$ cat config.mk
export PLATFORM = sky130hd
export DESIGN_NAME = acc_drain_arbiter_flat
export DESIGN_NICKNAME = d
export VERILOG_FILES = /design/src/rtl/acc_drain_arbiter_if.sv /design/src/rtl/acc_drain_arbiter.sv /design/src/flat_wrapper.sv
export SDC_FILE = /design/constraint.sdc
export NUM_CORES = 1
export LEC_CHECK = 0
export ABC_CLOCK_PERIOD_IN_PS = 9400
export CORE_MARGIN = 1.5
export CORE_UTILIZATION = 55
export DETAILED_ROUTE_END_ITERATION = 6
export HOLD_SLACK_MARGIN = 0.02
export PLACE_DENSITY = 0.91
export SYNTH_ARGS = -nofsm -noshare
export SYNTH_HDL_FRONTEND = slang
export SYNTH_SLANG_ARGS = --single-unit
$ cat constraint.sdc
create_clock -name clk -period 9.4 [get_ports clk]
set_clock_uncertainty 0.05 [all_clocks]
set_input_delay 2.35 -clock clk [delete_from_list [all_inputs] [get_ports clk]]
set_output_delay 2.35 -clock clk [all_outputs]
set_load 0.1 [all_outputs]
$ cat src/rtl/acc_drain_arbiter_if.sv
// ============================================================================
// acc_drain_arbiter_if : request/result bus between drain sources and arbiter
// Rev 1.0
// ============================================================================
`default_nettype none

interface acc_drain_arbiter_if #(
   parameter int NUM_REQ = 4,
   parameter int ID_W    = 2
);
   logic [NUM_REQ-1:0]    req_valid;
   logic [NUM_REQ*18-1:0] req_data;
   logic [NUM_REQ-1:0]    req_ready;
   logic                  out_valid;
   logic                  out_ready;
   logic [15:0]           out_bf16;
   logic [ID_W-1:0]       out_id;
   logic                  busy;

   // master: drain sources plus downstream sink; slave: the arbiter itself
   modport master (
      output req_valid, req_data, out_ready,
      input  req_ready, out_valid, out_bf16, out_id, busy
   );
   modport slave (
      input  req_valid, req_data, out_ready,
      output req_ready, out_valid, out_bf16, out_id, busy
   );
endinterface

`default_nettype wire

$ cat src/rtl/acc_drain_arbiter.sv
// ============================================================================
// acc_drain_arbiter : round-robin share of one int18->bf16 converter, 2-stage
// pipeline. Optional perf/stall counters with ACC_DRAIN_PERF_CNT_EN. Rev 1.0
// ============================================================================
`default_nettype none

module int18_to_bf16_lzd #(
   parameter int FRAC_BITS = 8
) (
   input  wire logic [17:0] acc,
   output logic      [15:0] bf16
);
   logic [17:0] mag;
   logic [17:0] norm;
   logic [4:0]  lead;
   logic [7:0]  exp_f;
   logic [6:0]  mant;

   always_comb begin
      mag  = acc[17] ? (~acc + 18'd1) : acc;
      lead = '0;
      for (int i = 0; i < 18; i++) begin
         if (mag[i]) lead = 5'(i);
      end
      // leading one moved to bit 17; the 7 bits below it are kept, rest truncated
      norm  = mag << (5'd17 - lead);
      mant  = 7'(norm >> 10);
      exp_f = 8'(int'(lead) + 127 - FRAC_BITS);
      bf16  = (mag == '0) ? 16'h0000 : {acc[17], exp_f, mant};
   end
endmodule

module acc_drain_arbiter #(
   parameter int NUM_REQ   = 4,
   parameter int FRAC_BITS = 8,
   parameter int ID_W      = 2
) (
   input  wire logic             clk,
   input  wire logic             rst,
   acc_drain_arbiter_if.slave    bus
`ifdef ACC_DRAIN_PERF_CNT_EN
   ,
   output logic [15:0]           perf_cnt,
   output logic [15:0]           stall_cnt
`endif
);
   logic              s0_v_q, s0_v_d;
   logic [17:0]       s0_acc_q, s0_acc_d;
   logic [ID_W-1:0]   s0_id_q, s0_id_d;
   logic              s1_v_q, s1_v_d;
   logic [15:0]       out_bf16_q, out_bf16_d;
   logic [ID_W-1:0]   out_id_q, out_id_d;
   logic [ID_W-1:0]   rr_ptr_q, rr_ptr_d;

   logic              s0_adv, s1_adv;
   logic              found;
   logic [ID_W-1:0]   g;
   logic [NUM_REQ-1:0] grant;
   logic              transfer;
   logic [15:0]       conv_bf16;

   int18_to_bf16_lzd #(.FRAC_BITS(FRAC_BITS)) u_conv (
      .acc  (s0_acc_q),
      .bf16 (conv_bf16)
   );

   assign s1_adv   = !s1_v_q | bus.out_ready;
   assign s0_adv   = !s0_v_q | s1_adv;
   assign transfer = found & s0_adv;

   // descending scan so the source closest after rr_ptr wins
   always_comb begin
      int idx;
      found = 1'b0;
      g     = '0;
      idx   = 0;
      for (int k = NUM_REQ - 1; k >= 0; k--) begin
         idx = int'(rr_ptr_q) + k;
         if (idx >= NUM_REQ) idx = idx - NUM_REQ;
         if (bus.req_valid[ID_W'(idx)]) begin
            found = 1'b1;
            g     = ID_W'(idx);
         end
      end
      grant = found ? (NUM_REQ'(1) << g) : '0;
   end

   always_comb begin
      s0_v_d     = s0_v_q;
      s0_acc_d   = s0_acc_q;
      s0_id_d    = s0_id_q;
      s1_v_d     = s1_v_q;
      out_bf16_d = out_bf16_q;
      out_id_d   = out_id_q;
      rr_ptr_d   = rr_ptr_q;
      if (s0_adv) begin
         s0_v_d   = found;
         s0_acc_d = bus.req_data[int'(g)*18 +: 18];
         s0_id_d  = g;
      end
      if (s1_adv) begin
         s1_v_d     = s0_v_q;
         out_bf16_d = conv_bf16;
         out_id_d   = s0_id_q;
      end
      if (transfer) begin
         rr_ptr_d = (g == ID_W'(NUM_REQ - 1)) ? '0 : g + 1'b1;
      end
   end

   always_ff @(posedge clk or posedge rst) begin
      if (rst) begin
         s0_v_q     <= 1'b0;
         s0_acc_q   <= '0;
         s0_id_q    <= '0;
         s1_v_q     <= 1'b0;
         out_bf16_q <= '0;
         out_id_q   <= '0;
         rr_ptr_q   <= '0;
      end else begin
         s0_v_q     <= s0_v_d;
         s0_acc_q   <= s0_acc_d;
         s0_id_q    <= s0_id_d;
         s1_v_q     <= s1_v_d;
         out_bf16_q <= out_bf16_d;
         out_id_q   <= out_id_d;
         rr_ptr_q   <= rr_ptr_d;
      end
   end

   // grants are suppressed while reset is held so no source sees a phantom accept
   assign bus.req_ready = rst ? '0 : (grant & {NUM_REQ{s0_adv}});
   assign bus.out_valid = s1_v_q;
   assign bus.out_bf16  = out_bf16_q;
   assign bus.out_id    = out_id_q;
   assign bus.busy      = s0_v_q | s1_v_q;

`ifdef ACC_DRAIN_PERF_CNT_EN
   logic [15:0] perf_cnt_q, perf_cnt_d;
   logic [15:0] stall_cnt_q, stall_cnt_d;

   always_comb begin
      perf_cnt_d  = perf_cnt_q;
      stall_cnt_d = stall_cnt_q;
      if (s1_v_q & bus.out_ready & (perf_cnt_q != 16'hFFFF))
         perf_cnt_d = perf_cnt_q + 16'd1;
      if (s1_v_q & !bus.out_ready & (stall_cnt_q != 16'hFFFF))
         stall_cnt_d = stall_cnt_q + 16'd1;
   end

   always_ff @(posedge clk or posedge rst) begin
      if (rst) begin
         perf_cnt_q  <= '0;
         stall_cnt_q <= '0;
      end else begin
         perf_cnt_q  <= perf_cnt_d;
         stall_cnt_q <= stall_cnt_d;
      end
   end

   assign perf_cnt  = perf_cnt_q;
   assign stall_cnt = stall_cnt_q;
`else
`endif
endmodule

`default_nettype wire

$ cat src/flat_wrapper.sv
// flat-port wrapper written by rule: the top's interface ports become plain ports
module acc_drain_arbiter_flat 
#(
   parameter int NUM_REQ   = 4,
   parameter int FRAC_BITS = 8,
   parameter int ID_W      = 2
)
  (clk, rst, bus_req_valid, bus_req_data, bus_out_ready, bus_req_ready, bus_out_valid, bus_out_bf16, bus_out_id, bus_busy);
  acc_drain_arbiter_if #(.NUM_REQ(NUM_REQ), .ID_W(ID_W)) bus_i ();
  input  wire logic clk;
  input  wire logic rst;
  input wire logic [$bits(bus_i.req_valid)-1:0] bus_req_valid;
  input wire logic [$bits(bus_i.req_data)-1:0] bus_req_data;
  input wire logic [$bits(bus_i.out_ready)-1:0] bus_out_ready;
  output wire logic [$bits(bus_i.req_ready)-1:0] bus_req_ready;
  output wire logic [$bits(bus_i.out_valid)-1:0] bus_out_valid;
  output wire logic [$bits(bus_i.out_bf16)-1:0] bus_out_bf16;
  output wire logic [$bits(bus_i.out_id)-1:0] bus_out_id;
  output wire logic [$bits(bus_i.busy)-1:0] bus_busy;
  assign bus_i.req_valid = bus_req_valid;
  assign bus_i.req_data = bus_req_data;
  assign bus_i.out_ready = bus_out_ready;
  assign bus_req_ready = bus_i.req_ready;
  assign bus_out_valid = bus_i.out_valid;
  assign bus_out_bf16 = bus_i.out_bf16;
  assign bus_out_id = bus_i.out_id;
  assign bus_busy = bus_i.busy;
  acc_drain_arbiter #(.NUM_REQ(NUM_REQ), .FRAC_BITS(FRAC_BITS), .ID_W(ID_W)) u_core (.clk(clk), .rst(rst), .bus(bus_i));
endmodule
==> impl_metrics.tcl <==
set metrics [dict create \
    drive_above_1_share_pct 7.24 \
    layout.filler_cells 621 \
    cts_inserted_buffers 5 \
    syn_nets 684 \
    clkSinkCount 42 \
    p_int_mw 0.857 \
    drtPass1Iterations 5 \
    grt_start_max_net_pins 53 \
    total_length_of_routed_wires_um 12000 \
    grt_pass1_wl_um 19800 \
    cts_hold_buf 0 \
    outcome "complete, no violations" \
    hold_path_class "flop to flop" \
    drt_iter0_markers 705 \
    yosysWarningCount 0 \
    timing.critical_path.required_ns 7.00 \
    crit_path_max_fanout 40 \
    grt_setup_unrepaired "no" \
    maximum_capacitance_violations 0 \
    pwr-share-seq_pct 18.2 \
    max_slew_margin_pct 18.0 \
    synthesis.area_per_instance_um2 7.30 \
    power.density_cell_area_mw_per_mm2 374 \
    die_height_um 92 \
    clk_transition_reported_paths_ns 0.08 \
    setup_violations 0 \
    power.clock.fraction_pct 6.0 \
    cts_max_path_buffers 2 \
    synth_most_common_cell "nand2_1" \
    synth_enable_flop_cells 0 \
    p_total_mw 2.02 \
    switchingPower_mw 1.16 \
    port-buffer-count 102 \
    peakVddDrop_mv 0.147 \
    floorplan.initialDensity_pct 56.7 \
    yosysTopAreaCellShare_pct 24.1 \
    cp-start-kind "input pin" \
    die_area_mm2 0.00846 \
    dr_total_vias 4698 \
    p_sw_share_pct 57.5 \
    end_kind "primary output" \
    drc_errors 0 \
    comb_power_share_pct 75.9 \
    cts_tree "yes" \
    synthTopCellsByArea "dfrtp_1 (24%), nand2_1 (7.8%), nor2_1 (6.7%), o21ai_0 (5.9%), mux2i_1 (5.1%)" \
    netlist_instances 597 \
    tns_ns 0 \
    worst-slew-pin-transition_ns 1.23 \
    total_global_route_track_usage_pct 28.5 \
    fp-row-count 32 \
    synth.cell_area_mm2 0.00436 \
    main_synth_ff_type "dfrtp_1" \
    power.static_leakage_nw 2.23 \
    ctsResizeCount 0 \
    ant_nets 0 \
    floorplan.io_pins 103 \
    core_area_mm2 0.00769 \
    post_cts_setup_buffers 0 \
    fmax_ghz 0.138 \
    min_period_ns 7.24 \
    drv_slew 0 \
    grt_antenna_before_repair 0 \
    nets 749 \
    async_reset_ff_share_pct 100 \
    viasPerCell 6.14 \
    critical_path_class "input pin to primary output" \
    die_width_um 92 \
    cts_root_buf "clkbuf_8" \
    hpwl_um 9200 \
    synth-seq-area-share_pct 24.1 \
    antenna_cells_inserted 0 \
    synth_commonest_cells "nand2_1 (90), nor2_1 (78), o21ai_0 (51)" \
    first_global_vias 4223 \
    period_share_pct 77.0 \
    synth_top_area_cell "dfrtp_1" \
    gp_routability_congestion 1.02 \
    synth.distinct_cells 77 \
    synth.ff_latch_count 42 \
    global_route.overflow_total 0 \
    worst_ep_arrival_time_ns 4.84 \
    htree_num_levels 2 \
    area.growth.synth_to_final_pct 23.7 \
    worst-r2r-setup-slack_ns 4.53 \
    report.final.hold_viol_count 0 \
    average_wire_length_per_cell_after_detail_routing_um 15.7 \
    insertion_delay_ns 0.31 \
]
-- power by group through the flow --
stage          Combinational, mW  Clock [mW]  Sequential (mW)
6_report                    1.53       0.120            0.366
5_1_grt                     1.65       0.129            0.379
4_1_cts                     1.51       0.122            0.362
3_5_place_dp                1.51           0            0.366
3_3_place_gp                1.47           0            0.360
2_1_floorplan               1.05           0            0.524
-- state kept, by name, indices dropped and copies added (netlist names) --
name,cells
u_core.bus.out_id,2
u_core.s0_v_q,1
u_core.s0_id_q,2
u_core.bus.out_bf16,16
u_core.s0_acc_q,18
u_core.rr_ptr_q,2
u_core.bus.out_valid,1
-- worst max-delay path, stage by stage --
cell,delay (ns)
clkdlybuf4s50_1,0.57
nand2_1,0.09
o21ai_2,0.93
inv_1,0.24
ha_1,0.29
and2_1,0.14
buf_4,0.23
-- through the flow --
| step | worst slack [ns] | cell area (um2) | util, % | std cells | hold slack, ns |
|---|---|---|---|---|---|
| floorplan | 2.68 | 4360 | - | 597 | 0.395 |
| global placement | 2.32 | 5300 | 69.0 | 757 | 0.402 |
| detailed placement | 2.20 | 5300 | 69.0 | 757 | 0.420 |
| CTS | 2.19 | 5390 | 70.1 | 765 | 0.438 |
| global route | 1.98 | 5390 | 70.1 | 765 | 0.457 |
| finish | 2.16 | 5390 | 70.1 | 765 | 0.435 |
-- path summary, 6_finish.rpt --
check                                   startpoint                     end  cells past startpoint
worst max-delay path              bus_req_valid[0]        bus_req_ready[3]                      7
worst min-delay path             u_core.s0_id_q[1]       u_core.s0_id_q[1]                      2
worst max register to register  u_core.s0_acc_q[0]  u_core.bus.out_bf16[1]                     14
worst min register to register   u_core.s0_id_q[1]       u_core.s0_id_q[1]                      2
max in group asynchronous                      rst  u_core.bus.out_bf16[0]                      3
min in group asynchronous                      rst      u_core.s0_acc_q[9]                      3
-- layout make-up --
cell class / count / area [um2] / share of cell area, %
clock buffer: 6 / 72.6 / 1.35
sequential: 42 / 1050 / 19.5
clock inverter: 2 / 13.8 / 0.255
inverter: 18 / 70.1 / 1.30
tap: 102 / 128 / 2.37
timing repair buffer: 110 / 1070 / 19.9
multi-input combinational: 485 / 2980 / 55.3
-- layer usage --
metal,wire length [um],up-vias,share of wire (%),GRT usage (%)
met5,0,-,0,0
met4,299,0,2.5,8.21
met3,1030,34,8.6,3.98
met2,5890,291,49,50.0
met1,4820,2104,40,36.4
li1,-,2269,-,-
-- cell families after synthesis --
family	count (synthesis)	share of synthesized area, %
flip-flops	42	24.1
buffers and inverters	70	7.52
adder cells (fa/ha/maj)	8	2.30
XOR/XNOR	20	4.02
AND/OR/NAND/NOR	272	30.3
multiplexers	28	7.21
AO/OA/AOI/OAI	157	24.5
-- layout by cell type, fill, tap and decap left out, types with 9 or more instances in the layout --
cell	netlist	layout
a21oi_1	16	16
buf_4	1	12
clkdlybuf4s50_1	0	98
dfrtp_1	42	42
inv_1	17	17
mux2i_1	22	22
nand2_1	90	90
nand3_1	29	29
nor2_1	78	78
nor3_1	12	12
o21ai_0	51	50
o31ai_1	10	10
xnor2_1	11	11
xor2_1	9	9
(Power assumes the default switching activity.)
==> variant 1: new RTL, same settings <==
`FRAC_BITS` is set to 8 in 3 places; all go to 6.
--- a/src/rtl/acc_drain_arbiter.sv
+++ b/src/rtl/acc_drain_arbiter.sv
@@ -7,3 +7,3 @@
 module int18_to_bf16_lzd #(
-   parameter int FRAC_BITS = 8
+   parameter int FRAC_BITS = 6
 ) (
@@ -34,3 +34,3 @@
    parameter int NUM_REQ   = 4,
-   parameter int FRAC_BITS = 8,
+   parameter int FRAC_BITS = 6,
    parameter int ID_W      = 2
--- a/src/flat_wrapper.sv
+++ b/src/flat_wrapper.sv
@@ -4,3 +4,3 @@
    parameter int NUM_REQ   = 4,
-   parameter int FRAC_BITS = 8,
+   parameter int FRAC_BITS = 6,
    parameter int ID_W      = 2
Formal check against the unedited RTL: not equivalent (a bounded check fails within 4 cycles, from zero or initial values and one cycle with rst high).
==> variant 1 against the unedited design <==
Total power rose by 7.1%. Final cell count down 6.5%. Sequential cell count did not move. Setup slack worse by 210 ps. Fmax is 2.8% lower. Area after synthesis decreased by 6.2%. Routed wire length decreased by 8.5%. Non-clock buffer count decreased by 4. Final area is 5.0% lower.
==> variant 1: results (changes against the unedited design) <==
Run status = finished, final reports clean
Clock buffer cells = 5 (-1)
R2R Path End = u_core.bus.out_bf16[6]
Clk. pwr = 121 µW
Met1 WL = 4770 µm (-0.98%)
Met2 GRT Util = 0.488 (-0.0120)
DP HPWL = 8510 µm (-7.5%)
Gpl congestion = 0.961 (-5.9%)
Capture point of the worst path = bus_req_ready[2]
Fillers = 573 (-7.7%)
Number of distinct library cells after synthesis = 75 (-2.6%)
Top post-synthesis cells by area = dfrtp_1 (26%), nand2_1 (13%), o21ai_0 (6.4%)
Data arrival time of the worst path = 5040 ps (+200 ps)
Sequential area share after synthesis = 0.257 (+0.0160)
Vias per cell = 5.83 (-5.1%)
Seq pwr share = 0.175 (-0.007)
Critical hold path startpoint = u_core.bus.out_bf16[11]
Non-filler cells, final = 715 (-6.5%)
Cell area after layout = 5120 µm² (-5.0%)
Met1 usage = 0.392 (+0.0282)
Initial DRC Count = 402 (-43%)
Placed Area = 5030 µm² (-5.1%)
Hold worst-path end = u_core.bus.out_bf16[11]
Mapped Cells = 552 (-7.5%)
#MultiIn Comb = 443 (-8.7%)
Syn nets = 640 (-6.4%)
NonClk Buf Share = 0.203 (+0.00468)
All-Layer GR Usage = 0.291 (+0.00535)
R2R cell count = 13 (-1)
Inverter count = 17 (-1)
Pre-CTS setup slack = 1970 ps (-234 ps)
Layout cells sized above 1 = 0.0682 (-0.00422)
Met2 WL post-DR = 5280 µm (-10%)
Peak supply drop = 169 µV (+15%)
Multi-input gate area = 2750 µm² (-7.8%)
Vias in the first global route = 3832 (-9.3%)
Min-Delay Path Depth = 2 (unchanged)
Pleak = 0.00215 µW (-3.7%)
Tapcells = 99 (-2.9%)
Critical R2R Launch = u_core.s0_acc_q[3]
Max reg flops = 18 (unchanged)
Crit-path max cell delay = 990 ps (+60 ps)
Final nets = 703 (-6.1%)
Hold WS = 432 ps (-3.04 ps)
Final period util = 0.792 (+0.0220)
Global-route wire length before repair = 18300 µm (-7.8%)
Sw power = 1250 µW (+7.6%)
Seq area share = 0.205 (+0.0104)
DR WL met3 = 751 µm (-27%)
DR WL/cell = 15.4 µm (-2.1%)
Worst path slowest cell = a211oi_4
Largest net degree at the start of global routing = 43 (-19%)
Slew headroom = 0.183 (+0.00336)
Clock-cell share = 0.0171 (+0.00109)
Buffers excl. clock = 106 (-3.6%)
Most common library cells after synthesis = nand2_1 (145), o21ai_0 (52), dfrtp_1 (42), clkbuf_1 (31), nand3_1 (24)
Clock power share = 0.056 (-0.004)
==> variant 1: cell count changes in the layout (fill, tap and decap cells not counted), sizes merged, moves of 5 or more <==
| cell | before | now |
|---|---|---|
| a21oi | 17 | 12 |
| mux2i | 22 | 17 |
| or2 | 7 | 2 |
| nand3 | 29 | 24 |
| nand2 | 90 | 145 |
| or4 | 10 | 5 |
| nor2 | 78 | 20 |
| a211oi | 2 | 9 |
| o31ai | 10 | 4 |
==> variant 1: kinds of logic after synthesis <==
| kind of cell | share of synthesized area |
|---|---|
| compound gates | 0.245 |
| xor+xnor | 0.0496 |
| fa+ha+maj | 0.0276 |
| buf+inv | 0.0729 |
| flops | 0.257 |
| mux | 0.0637 |
| simple gates | 0.284 |
==> variant 1: worst max-delay path: cells and delay by family <==
family	cells	cell delay (ps)
AOI/OAI and AO/OA	2	1140
buffers and inverters	4	990
and+or+nand+nor	3	290
adders and majority gates	1	280
==> variant 2: new RTL, config.mk and constraints unchanged <==
Made on the original files. `ID_W` is set to 2 in 3 places; all go to 3.
--- a/src/rtl/acc_drain_arbiter_if.sv
+++ b/src/rtl/acc_drain_arbiter_if.sv
@@ -8,3 +8,3 @@
    parameter int NUM_REQ = 4,
-   parameter int ID_W    = 2
+   parameter int ID_W    = 3
 );
--- a/src/rtl/acc_drain_arbiter.sv
+++ b/src/rtl/acc_drain_arbiter.sv
@@ -35,3 +35,3 @@
    parameter int FRAC_BITS = 8,
-   parameter int ID_W      = 2
+   parameter int ID_W      = 3
 ) (
--- a/src/flat_wrapper.sv
+++ b/src/flat_wrapper.sv
@@ -5,3 +5,3 @@
    parameter int FRAC_BITS = 8,
-   parameter int ID_W      = 2
+   parameter int ID_W      = 3
 )
Ports: changed (resized bus_out_id); port bits go from 103 to 104. No check against the original RTL was run, so the function may have changed too.
==> variant 2 against the unedited design <==
Fmax shrank 13%. Critical path depth rose by 2. Hold slack worse by 0.80 ps. Global-route usage about the same. Sequential cell count up 3. Setup slack got worse by 1000 ps. Register-to-register slack lost 480 ps. Area after synthesis decreased by 1.7%. Count of clock-buffer cells in the layout did not move. Final area is 0.39% higher. Routed wire length decreased by 3.6%.
Power is not shown: default switching activity piles up to over one toggle a cycle in this logic, so the estimate is an artifact.
==> variant 2: results (changes against the unedited design) <==
Run status = finished, final reports clean
Mapped Cells = 450 (-25%)
Setup TNS = 0 ps (unchanged)
Slew headroom = 0.345 (+0.165)
Placed Area = 5330 µm² (+0.50%)
TritonCTS Buffers = 5 (unchanged)
Vias per cell = 6.39 (+4.1%)
Initial antenna violation count = 0 (unchanged)
Worst reg2reg setup slack = 4050 ps (-480 ps)
Global-route wire length before repair = 19300 µm (-2.9%)
Top post-synthesis cells by area = dfrtp_1 (26%), mux4_2 (13%), nand2_1 (5.3%)
DR WL/cell = 18.4 µm (+17%)
Max reg flops = 18 (unchanged)
Placed Cells = 624 (-18%)
Yosys top cell area share = 0.263 (+0.0216)
Syn. warnings = 0 (unchanged)
Number of distinct library cells after synthesis = 81 (+5.2%)
Min-Delay Path Depth = 2 (unchanged)
Crit-path max cell delay = 1140 ps (+210 ps)
Sequential area share after synthesis = 0.263 (+0.0216)
Clk pin slew, worst setup/hold paths = 80 ps (about the same)
Port Buffers = 103 (+0.98%)
Layout cells sized above 1 = 0.132 (+0.0592)
R2R cell count = 15 (+1)
Syn nets = 539 (-21%)
Worst-path maximum fanout = 6 (-85%)
CTS max path bufs = 2 (unchanged)
Worst-Skew Late Latency = 290 ps (-20 ps)
Vias in the first global route = 3914 (-7.3%)
Hold worst-path end = u_core.bus.out_bf16[8]
HP Class = reg2reg
R2R Path End = u_core.bus.out_bf16[0]
Largest net degree at the start of global routing = 46 (-13%)
Gpl congestion = 0.942 (-7.8%)
Data arrival time of the worst path = 5880 ps (+1040 ps)
H-tree Lvls = 2 (unchanged)
Critical hold path startpoint = u_core.bus.out_bf16[8]
Post-CTS Setup Inserts = 0 (unchanged)
Worst path slowest cell = clkdlybuf4s50_1
CTS root buffer = clkbuf_8
Inserted Diodes = 0 (unchanged)
Initial DRC Count = 302 (-57%)
Critical R2R Launch = u_core.s0_acc_q[0]
Setup crit start = bus_req_valid[0]
Capture point of the worst path = bus_req_ready[0]
Biggest register = u_core.s0_acc_q
DP HPWL = 9280 µm (+0.84%)
Main flop type after synthesis = dfrtp_1
Post-synth ARST share = 1.00 (unchanged)
Vias = 4033 (-14%)
All-Layer GR Usage = 0.285 (about the same)
DRT Pass-1 Iters = 7 (+2)
Most common library cells after synthesis = nand2_1 (60), dfrtp_1 (45), o21ai_0 (32), mux4_2 (24), nor2_1 (18)
## variant 2: cell count changes after synthesis, moves of 7 or more
cell	delta
a22o_1	+9
o21ai_0	-19
nand2_1	-30
mux2i_1	-13
mux4_2	+23
a211oi_1	+7
nor2_1	-60
nand3_1	-24
clkbuf_1	-20
## variant 2: layout make-up
cell class	count	area [µm²]
Timing Repair Buffer	107	1060
Clock buffer	6	72.6
Sequential cell	45	1130
Inverter	15	56.3
Fill cell	518	2000
Clock inverter	1	8.76
Tap cell	99	124
Multi-Input combinational cell	358	2960
## variant 2: metrics by stage
stage | setup WS [ps] | hold slack [ps]
final | 1120 | 434
after global routing | 925 | 458
after CTS | 1160 | 440
after detailed placement | 1160 | 421
after global placement | 1390 | 405
after floorplan | 2030 | 396
## variant 2: cell families (layout without fill, tap and decap cells)
| family | after synthesis | after routing | synth area share |
|---|---|---|---|
| and+or+nand+nor | 150 | 150 | 0.189 |
| muxes | 40 | 40 | 0.168 |
| DFF | 45 | 45 | 0.263 |
| buffers and inverters | 47 | 129 | 0.0494 |
| xor gates and xnor gates | 21 | 21 | 0.0552 |
| AOI/OAI and AO/OA | 137 | 137 | 0.246 |
| adders and majority gates | 10 | 10 | 0.0292 |
## variant 2: layer usage
layer	share of wire	global-route usage	vias to the layer above
li1	-	-	1866
met4	0.026	0.0833	0
met5	0	0	-
met3	0.072	0.0477	25
met1	0.40	0.369	1928
met2	0.50	0.489	214
## variant 2: worst reg2reg max path, delay by kind of cell, from the launching register on
family,cells,cell delay (ps)
simple gates,4,1390
compound gates,5,1150
fa+ha+maj,2,720
mux,1,560
flops,1,520
buf+inv,2,480
xor+xnor,1,410
